--- src/rtl/mem_ctrl_pkg.sv ---
// Shared types and constants for the data-memory controller.
// State encoding plus RAM data and wait-counter widths.
package mem_ctrl_pkg;

  typedef enum logic [1:0] {
    IDLE,
    ACCESS,
    WAIT,
    ACK
  } mem_state_t;

  localparam int unsigned RAM_WIDTH  = 32;
  localparam int unsigned WAIT_CNT_W = 4;

endpackage

--- src/rtl/data_mem_ctrl.sv ---
// M-stage data-memory controller: one request at a time, range and
// alignment check, wait-state sequencing, single-cycle ack pulse.
module data_mem_ctrl
  import mem_ctrl_pkg::*;
#(
  parameter int unsigned RAM_ADDR_BITS = 8,
  parameter int unsigned WAIT_CYCLES   = 0
) (
  input  logic                     clk,
  input  logic                     reset,
  input  logic                     mem_req_M,
  input  logic                     mem_write_M,
  input  logic [31:0]              alu_out_M,
  input  logic [RAM_WIDTH-1:0]     write_data_M,
  output logic [RAM_WIDTH-1:0]     read_data_M,
  output logic                     data_mem_ack_M,
  output logic                     mem_err_M,
  output logic                     ram_wr_en,
  output logic [RAM_ADDR_BITS-1:0] ram_addr,
  output logic [RAM_WIDTH-1:0]     ram_data_in,
  input  logic [RAM_WIDTH-1:0]     ram_mem_out
);

  mem_state_t               state_q, state_d;
  logic [WAIT_CNT_W-1:0]    cnt_q, cnt_d;
  logic                     wr_q, wr_d;
  logic                     err_q, err_d;
  logic                     merr_q, merr_d;
  logic [RAM_ADDR_BITS-1:0] addr_q, addr_d;
  logic [RAM_WIDTH-1:0]     wdata_q, wdata_d;
  logic [RAM_WIDTH-1:0]     rdata_q, rdata_d;
  logic                     bad_addr;

  assign bad_addr = (alu_out_M[1:0] != 2'b00) ||
                    ((alu_out_M >> (RAM_ADDR_BITS + 2)) != 32'd0);

  always_comb begin
    state_d = state_q;
    cnt_d   = cnt_q;
    wr_d    = wr_q;
    err_d   = err_q;
    addr_d  = addr_q;
    wdata_d = wdata_q;
    rdata_d = rdata_q;
    unique case (state_q)
      IDLE: begin
        if (mem_req_M) begin
          wr_d    = mem_write_M;
          addr_d  = alu_out_M[RAM_ADDR_BITS+1:2];
          wdata_d = write_data_M;
          err_d   = bad_addr;
          if (bad_addr) begin
            rdata_d = '0;
            state_d = ACK;
          end else begin
            state_d = ACCESS;
          end
        end
      end
      ACCESS: begin
        cnt_d   = WAIT_CNT_W'(WAIT_CYCLES);
        state_d = WAIT;
      end
      WAIT: begin
        if (cnt_q == '0) begin
          if (!wr_q) rdata_d = ram_mem_out;
          state_d = ACK;
        end else begin
          cnt_d = cnt_q - 1'b1;
        end
      end
      ACK:     state_d = IDLE;
      default: state_d = IDLE;
    endcase
  end

  // Error flag is only exposed while the ack pulse is up.
  assign merr_d = (state_d == ACK) && err_d;

  always_ff @(posedge clk) begin
    if (reset) begin
      state_q <= IDLE;
      cnt_q   <= '0;
      wr_q    <= 1'b0;
      err_q   <= 1'b0;
      merr_q  <= 1'b0;
      addr_q  <= '0;
      wdata_q <= '0;
      rdata_q <= '0;
    end else begin
      state_q <= state_d;
      cnt_q   <= cnt_d;
      wr_q    <= wr_d;
      err_q   <= err_d;
      merr_q  <= merr_d;
      addr_q  <= addr_d;
      wdata_q <= wdata_d;
      rdata_q <= rdata_d;
    end
  end

  assign ram_wr_en      = (state_q == ACCESS) && wr_q && !reset;
  assign ram_addr       = addr_q;
  assign ram_data_in    = wdata_q;
  assign data_mem_ack_M = (state_q == ACK);
  assign mem_err_M      = merr_q;
  assign read_data_M    = rdata_q;

endmodule

--- config.mk ---
export PLATFORM = sky130hd
export DESIGN_NAME = data_mem_ctrl
export DESIGN_NICKNAME = d
export VERILOG_FILES = /design/src/rtl/mem_ctrl_pkg.sv /design/src/rtl/data_mem_ctrl.sv
export SDC_FILE = /design/constraint.sdc
export NUM_CORES = 1
export LEC_CHECK = 0
export ABC_AREA = 1
export CAP_MARGIN = 20
export CORE_MARGIN = 10
export CORE_UTILIZATION = 35
export CTS_BUF_LIST = sky130_fd_sc_hd__clkbuf_4
export DETAILED_ROUTE_END_ITERATION = 8
export GPL_TIMING_DRIVEN = 0
export PLACE_DENSITY = 0.68
export REMOVE_ABC_BUFFERS = 1
export SYNTH_ARGS = -nofsm -noshare
export SYNTH_HDL_FRONTEND = slang
export SYNTH_SLANG_ARGS = --single-unit
export TNS_END_PERCENT = 1
--- constraint.sdc ---
create_clock -name clk -period 2.2 [get_ports clk]
set_input_delay 0.44 -clock clk [delete_from_list [all_inputs] [get_ports clk]]
set_output_delay 0.44 -clock clk [all_outputs]
set_load 0.01 [all_outputs]
==> impl_metrics.env <==
export IMPL_outcome="complete, no violations"
export IMPL_syn_to_final_growth_pct=60.9
export IMPL_synthMuxAreaShare_pct=0
export IMPL_stdcell_area_sq_um=5520
export IMPL_worstHoldEndpoint="cnt_q[0]"
export IMPL_num_rows=36
export IMPL_p_comb_share_pct=53.3
export IMPL_final_setup_skew_ns=0.00896
export IMPL_rsz0062_at_grt="no"
export IMPL_wl_met1_microns=4440
export IMPL_power_density_nw_per_um2=1150
export IMPL_drcViolationCount=0
export IMPL_crit_family="buffers and inverters"
export IMPL_coreArea_sq_um=9640
export IMPL_synth_fa_ha_area_share_pct=2.19
export IMPL_ys_ff_latch=81
export IMPL_fin_crit_sh_pct=88.9
export IMPL_syn_avg_cell_area_sq_um=6.98
export IMPL_placed_area_sq_um=5330
export IMPL_initial_core_util_pct=35.6
export IMPL_wl_met2_microns=4890
export IMPL_synth_top_family_by_area="simple AND/OR/NAND/NOR gates"
export IMPL_track_usage_pct=15.1
export IMPL_route_met3_wl_microns=1410
export IMPL_fp_dieH_microns=119
export IMPL_min_delay_path_depth=1
export IMPL_drv_cap=0
export IMPL_r2r_end="read_data_M[17]"
export IMPL_io_buffers=174
export IMPL_wl_microns=10900
export IMPL_critPathSlowestCell="clkdlybuf4s50_1"
export IMPL_drv_slew=0
export IMPL_grt_start_max_net_pins=50
export IMPL_cp_cell_sequence="ha_1, clkdlybuf4s50_1"
export IMPL_cts_hold_buf=0
export IMPL_p_leak_nw=2.32
export IMPL_vias=3561
export IMPL_insertedDiodeCount=0
export IMPL_die_width_microns=119
export IMPL_r2r_cells=11
export IMPL_clk_pin_slew_ns=0.13
export IMPL_p_sw_mw=2.42
export IMPL_r2r_start="state_q[0]"
export IMPL_fin_crit_ns=1.96
export IMPL_ys_warn_count=0
export IMPL_grt_pass1_vias=3594
export IMPL_syn_area_sq_um=3430
export IMPL_wl_per_cell_microns=13.7
export IMPL_synth_cell_types=24
export IMPL_reg2reg_slack_ns=0.25
export IMPL_switching_share_pct=38.0
export IMPL_required_ns=1.76
export IMPL_clock_sinks=81
export IMPL_top_layer_used="met4"
export IMPL_total_power_mw=6.36
export IMPL_drtAntennaViolNets=0
export IMPL_yosys_area_share_simple_pct=30.1
export IMPL_setup_viol=0
export IMPL_fmax_mhz=511
export IMPL_ys_seq_area_share_pct=47.3
export IMPL_via_per_inst=4.48
export IMPL_final_common_cell="clkdlybuf4s50_1"
export IMPL_grt_pass1_wl_microns=17500
export IMPL_min_path_type="reg -> reg"
export IMPL_synth_xor_area_share_pct=0.255
export IMPL_p_int_mw=3.94
export IMPL_worst_pin_slew_ns=0.521
export IMPL_syn_inst=491
export IMPL_first_iter_violations=155
export IMPL_path_max_fanout=3
export IMPL_clkPwrFrac_pct=13.4
export IMPL_dp_hpwl_microns=8350
export IMPL_cp_end_kind="output pin"
export IMPL_first_pass_iters=4
export IMPL_slew_headroom_pct=65.2
export IMPL_gp_congestion=0.747
export IMPL_layout_nets=762
export IMPL_crit_type="reg -> out"
export IMPL_h_tree_depth=3
export IMPL_antenna_found_initial=0
export IMPL_io_pins=175
export IMPL_synth_compound_area_share_pct=11.5
export IMPL_cpPeakStageDelay_ns=0.55
export IMPL_final_cell_mix="clkdlybuf4s50_1, nor2_1, nand2_1"
export IMPL_hold_violations=0
export IMPL_dieArea_sq_um=14200
export IMPL_hold_start="cnt_q[0]"
export IMPL_insertion_delay_ns=0.43
export IMPL_drive_above_1_share_pct=5.30
export IMPL_numCtsBuffers=9
export IMPL_startpoint_type="flip-flop"
export IMPL_cts_root_buffer="clkbuf_4"
export IMPL_grt_overflow=0
export IMPL_cts_tree="yes"
export IMPL_cp_arrival_ns=1.52
export IMPL_path_buf_inv=1
export IMPL_clk_path_buf_depth=2
export IMPL_seqPwrFrac_pct=33.3
export IMPL_fin_util_pct=57.2
export IMPL_vdd_drop_max_mv=0.467
==> routing by layer <==
| metal | vias up | global-route usage (%) |
|---|---|---|
| li1 | 1865 | - |
| met1 | 1565 | 15.3 |
| met2 | 120 | 24.8 |
| met3 | 11 | 9.16 |
| met4 | 0 | 6.18 |
| met5 | - | 0 |
==> state kept, by name (all words and copies together) (netlist names) <==
| name | cells |
|---|---|
| err_q | 1 |
| mem_err_M | 1 |
| ram_data_in | 32 |
| wr_q | 1 |
| state_q | 2 |
| ram_addr | 8 |
| cnt_q | 4 |
| read_data_M | 32 |
==> worst register-to-register path, delay by kind of cell (launching register included) <==
family        cells  cell delay, ns
fa+ha+maj         1            0.32
flops             1            0.38
simple gates      5            0.48
buf+inv           5            0.68
==> logic make-up (layout without fill, tap and decap cells) <==
group                    count (synthesis)  in the layout
buffers and inverters                   64            234
AO/OA/AOI/OAI                           78             78
adder cells (fa/ha/maj)                  6              6
XOR/XNOR                                 1              1
flip-flops                              81             81
AND/OR/NAND/NOR                        261            261
==> cell usage after synthesis <==
cell,count,area (sq um)
o22ai_1,2,12.5
ha_1,6,75.1
nand4_1,1,6.26
buf_6,5,56.3
clkbuf_1,13,48.8
nand2_2,2,12.5
nor3_2,1,10.0
a21oi_1,28,140
inv_1,32,120
dfxtp_1,81,1620
o21ai_0,46,230
inv_2,1,3.75
buf_1,3,11.3
xor2_1,1,8.76
o21ai_1,1,5.00
a31oi_1,1,6.26
buf_2,8,40.0
buf_4,2,15.0
nand3_1,25,125
nor2_2,1,6.26
nor2_1,142,533
nand2_1,85,319
and3_1,1,6.26
nor3_1,3,15.0
==> area by class of cell <==
class                           instances  area (sq um)
Tap cell                              133           166
Inverter                               33           128
Multi-Input combinational cell        346          1530
Timing Repair Buffer                  185          1940
Clock inverter                          7          61.3
Fill cell                             933          4120
Clock buffer                            9          67.6
Sequential cell                        81          1620
==> power groups by stage <==
stage          combinational [mW]  sequential (mW)  clock, mW
6_report                     3.39             2.12      0.853
5_1_grt                      3.81             2.17      0.929
4_1_cts                      3.34             2.12      0.890
3_5_place_dp                 3.30             2.15          0
3_3_place_gp                 3.42             2.31          0
2_1_floorplan                1.57             2.32          0
==> timing repair <==
item / CTS / global route
setup endpoints to repair: 76 / 29
resized for setup: 5 / 1
buffers inserted: 1 / 2
cloned: 0 / 0
pin swaps: 0 / 1
==> through the flow <==
stage	hold WS (ns)	setup TNS (ns)	cells	worst slack, ns
finish	0.492	0	794	0.244
global route	0.515	0	794	0.0579
CTS	0.495	-0.00639	792	-0.00519
detailed placement	0.467	-23.12	775	-0.645
global placement	0.457	-120.61	767	-2.62
floorplan	0.443	-34.30	460	-1.33
==> how the worst max path moves through the flow <==
stage / cells after the start / slack, ns / to / startpoint
after floorplan: 8 / -1.33 / read_data_M[13] / state_q[0]
after global placement: 8 / -2.62 / read_data_M[5] / state_q[0]
after detailed placement: 9 / -0.65 / mem_err_M / mem_req_M
after CTS: 10 / -0.005 / read_data_M[29] / state_q[0]
after global routing: 11 / 0.06 / read_data_M[25] / state_q[0]
final: 2 / 0.24 / data_mem_ack_M / state_q[1]
(Power assumes the default switching activity.)
